### config.mk
export PLATFORM = sky130hd
export DESIGN_NAME = huffman_symbol_counter
export DESIGN_NICKNAME = d
export VERILOG_FILES = /design/src/rtl/huffman_symbol_counter.sv
export SDC_FILE = /design/constraint.sdc
export NUM_CORES = 2
export LEC_CHECK = 0
export BUFFER_PORTS_ARGS = -buffer_cell sky130_fd_sc_hd__buf_2
export CAP_MARGIN = 20
export CELL_PAD_IN_SITES_DETAIL_PLACEMENT = 1
export CELL_PAD_IN_SITES_GLOBAL_PLACEMENT = 2
export CORE_AREA = 2 2 452 454
export DETAILED_ROUTE_END_ITERATION = 8
export DIE_AREA = 0 0 454 456
export PLACE_DENSITY = 0.81
export REMOVE_ABC_BUFFERS = 1
export SETUP_SLACK_MARGIN = 0.2
export SYNTH_ARGS = -nofsm -noshare
export SYNTH_HDL_FRONTEND = slang
export SYNTH_SLANG_ARGS = --single-unit
export TNS_END_PERCENT = 30
### constraint.sdc
create_clock -name CLK -period 5.5 [get_ports CLK]
set_input_delay 1.1 -clock CLK [delete_from_list [all_inputs] [get_ports CLK]]
set_output_delay 1.1 -clock CLK [all_outputs]
set_load 0.05 [all_outputs]
### src/rtl/huffman_symbol_counter.sv
// Frequency-counting front end of the Huffman encoder: latches a 256-nibble block,
// counts symbols 1..10 one nibble per clock and publishes a packed {symbol, freq} table.
module huffman_symbol_counter (
  input  logic          CLK,
  input  logic          nRST,
  input  logic          input_over,
  input  logic [1023:0] CHARACTER_IN,
  output logic [129:0]  FREQUENT_OUT,
  output logic          count_over
);

  typedef enum logic [1:0] {
    IDLE,
    COUNT,
    DONE
  } state_t;

  state_t         state;
  state_t         state_next;
  logic [1023:0]  latched;
  logic [1023:0]  latched_next;
  logic [7:0]     idx;
  logic [7:0]     idx_next;
  logic [8:0]     counts [10];
  logic [8:0]     counts_next [10];
  logic [129:0]   table_next;
  logic           done_next;
  logic [3:0]     nibble;

  assign nibble = latched[{idx, 2'b00} +: 4];

  // Padding (0) and out-of-alphabet values (11..15) match no slot, so they fall through untouched.
  always_comb begin
    state_next   = state;
    latched_next = latched;
    idx_next     = idx;
    counts_next  = counts;
    table_next   = FREQUENT_OUT;
    done_next    = count_over;

    case (state)
      IDLE: begin
        idx_next = 8'd0;
        for (int k = 0; k < 10; k++) begin
          counts_next[k] = 9'd0;
        end
        if (input_over) begin
          latched_next = CHARACTER_IN;
          state_next   = COUNT;
        end
      end

      COUNT: begin
        for (int k = 0; k < 10; k++) begin
          if (nibble == 4'(k + 1)) begin
            counts_next[k] = counts[k] + 9'd1;
          end
        end
        idx_next = idx + 8'd1;
        // The table is built from counts_next so the last nibble is already included.
        if (idx == 8'd255) begin
          state_next = DONE;
          done_next  = 1'b1;
          for (int k = 0; k < 10; k++) begin
            table_next[13*k +: 13] = {4'(k + 1), counts_next[k]};
          end
        end
      end

      DONE: begin
        idx_next = idx;
      end

      default: begin
        state_next = IDLE;
      end
    endcase
  end

  always_ff @(posedge CLK) begin
    if (!nRST) begin
      state        <= IDLE;
      latched      <= '0;
      idx          <= 8'd0;
      FREQUENT_OUT <= '0;
      count_over   <= 1'b0;
      for (int k = 0; k < 10; k++) begin
        counts[k] <= 9'd0;
      end
    end else begin
      state        <= state_next;
      latched      <= latched_next;
      idx          <= idx_next;
      FREQUENT_OUT <= table_next;
      count_over   <= done_next;
      for (int k = 0; k < 10; k++) begin
        counts[k] <= counts_next[k];
      end
    end
  end

endmodule

==> impl_metrics.ini <==
[critical_path]
crit_type = reg2reg
timing.rr.end = FREQUENT_OUT[97]$_SDFFE_PN0P_
cp_max_fo = 25
arrival_ns = 5.79
rrSetupSlack_ns = 0.43
cp-start-kind = flip-flop
required_ns = 6.22
worstSetupEndpointType = flip-flop
r2r_cells = 12
r2r-start = idx[1]$_SDFFE_PN0P_

[finish]
final_cell_count_no_fill = 10100
nFillCells = 24100
final_cell_mix = nand2_1, dfxtp_1, buf_2, a21oi_1, mux4_2
final_common_cell = nand2_1
layout-drive-gt1-share = 0.250
design_area_um2 = 67200
nNetsFinal = 8348
synthToLayoutAreaGrowth_pct = 24.7

[timing]
setup_tns_ns = 0
finClkSkew_ns = 0.0396
post-route-period-util = 0.921
rsz0062_at_grt = no
worst_pin_slew_ns = 1.10
slew_violations = 0
min_period_ns = 5.07
fmax_ghz = 0.197
slew_headroom = 0.266
setup_viol = 0
hold_violations = 0

[place]
dp_hpwl_um = 181000
numPortBuffers = 1134
numPlacedInstances = 9832
post_dp_cell_area_um2 = 62300
routabilityCongestion = 0.858

[clock_tree]
numCtsBuffers = 144
cts_sinks = 1215
insertion_delay_ns = 0.83
cts-root-buf = clkbuf_16
cts_buffer_depth = 3
cts_tree = built
clk_pin_slew_ns = 0.07
h-tree-depth = 4

[synth]
syn_avg_cell_area_um2 = 8.35
synth.cell_area_um2 = 53900
synth_edf_count = 0
synth.distinct_cells = 73
yosysWarnings = 0
synth_area_leaders = dfxtp_1, nand2_1, mux4_2, a21oi_1, clkbuf_1
synth_top_area_cell = dfxtp_1
synth_ff_type = dfxtp_1
ys_ff_latch = 1215
synth-seq-area-share = 0.451
synth_cells = 6453
async_reset_ff_frac = 0
synthDominantCellAreaShare = 0.451

[detailed_routing]
num_vias = 51600
remaining_drc_errors = 0
wirelength_um = 245000
drtAntennaViolNets = 0
firstDrtPassIters = 5
initialDrtViolationCount = 3729
avgViaCountPerCell = 5.09
avgRoutedWirePerCell_um = 24.1

[min_path]
min_delay_worst_endpoint = latched[476]$_SDFFE_PN0P_
whs_path_depth = 2
hp-start = latched[476]$_SDFFE_PN0P_
min_path_type = reg2reg

[die]
dieArea_um2 = 207000
die-height_um = 456
num_rows = 165
core_um2 = 202000
io_pins = 1158
fp.dieW_um = 454
initial_core_util = 0.267

[power]
p_leak_nw = 25.7
peakVddDrop_mv = 0.330
fin_total_pwr_mw = 21.6
power.density_nw_per_um2 = 322

[global_route]
grt.total_usage = 0.228
grt_pass1_wl_um = 353000
antenna_found_initial = 55
grt-ovfl-total = 0
grt_pass1_vias = 53100
grt_max_degree = 185

[run]
cap_violations = 0

[outcome]
outcome = completed
## metal layers
metal,wire [um],track usage,vias up
li1,-,-,24100
met1,102000,0.282,25600
met2,121000,0.388,1443
met3,10900,0.0338,404
met4,11000,0.104,12
met5,76,0,-
## worst max-delay path, cell delays in order, from the launching register on
cell and delay (ns):
dfxtp_4 0.65, buf_4 0.47, buf_4 0.47, mux4_2 0.39, o22ai_1 0.27, nor2_1 0.16
o22ai_1 0.55, o22ai_1 0.21, a2111oi_2 0.53, buf_12 0.21, nand4_1 0.33, or3_1 0.47
a31oi_1 0.17
## registers in the layout, summed over array words and instances (netlist names)
name and count:
idx 8, counts 90, state 2, FREQUENT_OUT 91, latched 1024
## cell families (layout without fill, tap and decap cells)
kind of cell | after synthesis | in the layout | synth area share
AOI/OAI and AO/OA | 1622 | 1622 | 0.179
xor gates and xnor gates | 8 | 8 | 0.00130
adders and majority gates | 11 | 11 | 0.00255
and+or+nand+nor | 2618 | 2618 | 0.200
other | 1 | 61 | 0.0000696
DFF | 1215 | 1215 | 0.451
muxes | 335 | 335 | 0.115
buffers and inverters | 643 | 1590 | 0.0506
## worst max path at each step
stage	endpoint	slack, ns	cells past startpoint	startpoint
6_report	FREQUENT_OUT[97]$_SDFFE_PN0P_	0.43	12	idx[1]$_SDFFE_PN0P_
5_1_grt	FREQUENT_OUT[97]$_SDFFE_PN0P_	0.22	12	idx[0]$_SDFFE_PN0P_
4_1_cts	FREQUENT_OUT[60]$_SDFFE_PN0P_	0.16	11	idx[1]$_SDFFE_PN0P_
3_5_place_dp	FREQUENT_OUT[97]$_SDFFE_PN0P_	0.09	12	idx[0]$_SDFFE_PN0P_
3_3_place_gp	FREQUENT_OUT[81]$_SDFFE_PN0P_	0.10	12	idx[1]$_SDFFE_PN0P_
2_1_floorplan	FREQUENT_OUT[120]$_SDFFE_PN0P_	-14.02	6	idx[0]$_SDFFE_PN0P_
## layout make-up
| type | count | area (um^2) | share of cell area |
|---|---|---|---|
| clock buffers | 208 | 4180 | 0.0621 |
| diodes | 38 | 95.1 | 0.00141 |
| multi-input cells | 4617 | 27000 | 0.402 |
| inverters | 35 | 139 | 0.00207 |
| clock inverters | 50 | 618 | 0.00920 |
| repair buffers | 1297 | 7460 | 0.111 |
| well taps | 2672 | 3340 | 0.0497 |
| flip-flops and latches | 1215 | 24300 | 0.362 |
## synth_stat cells, types with 47 or more instances
cell type  count
nand2_1     2148
dfxtp_1     1215
a21oi_1      937
clkbuf_1     451
mux4_2       225
o21ai_0      122
a21boi_0     121
a31oi_1       97
mux2i_1       84
nor2_1        80
nand3_1       63
nand4_1       59
nor3_1        58
buf_2         56
and2_1        53
buf_4         47
## per-stage QoR
| step | setup WS, ns | hold slack (ns) | util |
|---|---|---|---|
| after floorplan | -14.02 | 0.432 | - |
| after global placement | 0.104 | 0.439 | 0.309 |
| after detailed placement | 0.0914 | 0.445 | 0.309 |
| after CTS | 0.163 | 0.438 | 0.332 |
| after global routing | 0.224 | 0.463 | 0.333 |
| final | 0.434 | 0.451 | 0.333 |
## power by group
part	switching, mW	total, mW	internal (mW)
clock	4.18	9.79	5.61
sequential	0.250	9.48	9.23
combinational	1.47	2.38	0.910
total	5.90	21.6	15.8
## what timing repair did
action	CTS	global route
setup endpoints to repair	87	40
cloned	0	0
gates resized for setup	1	0
buffers inserted	0	1
hold buffers	0	0
Note: power is estimated with default switching activity, not from simulation.
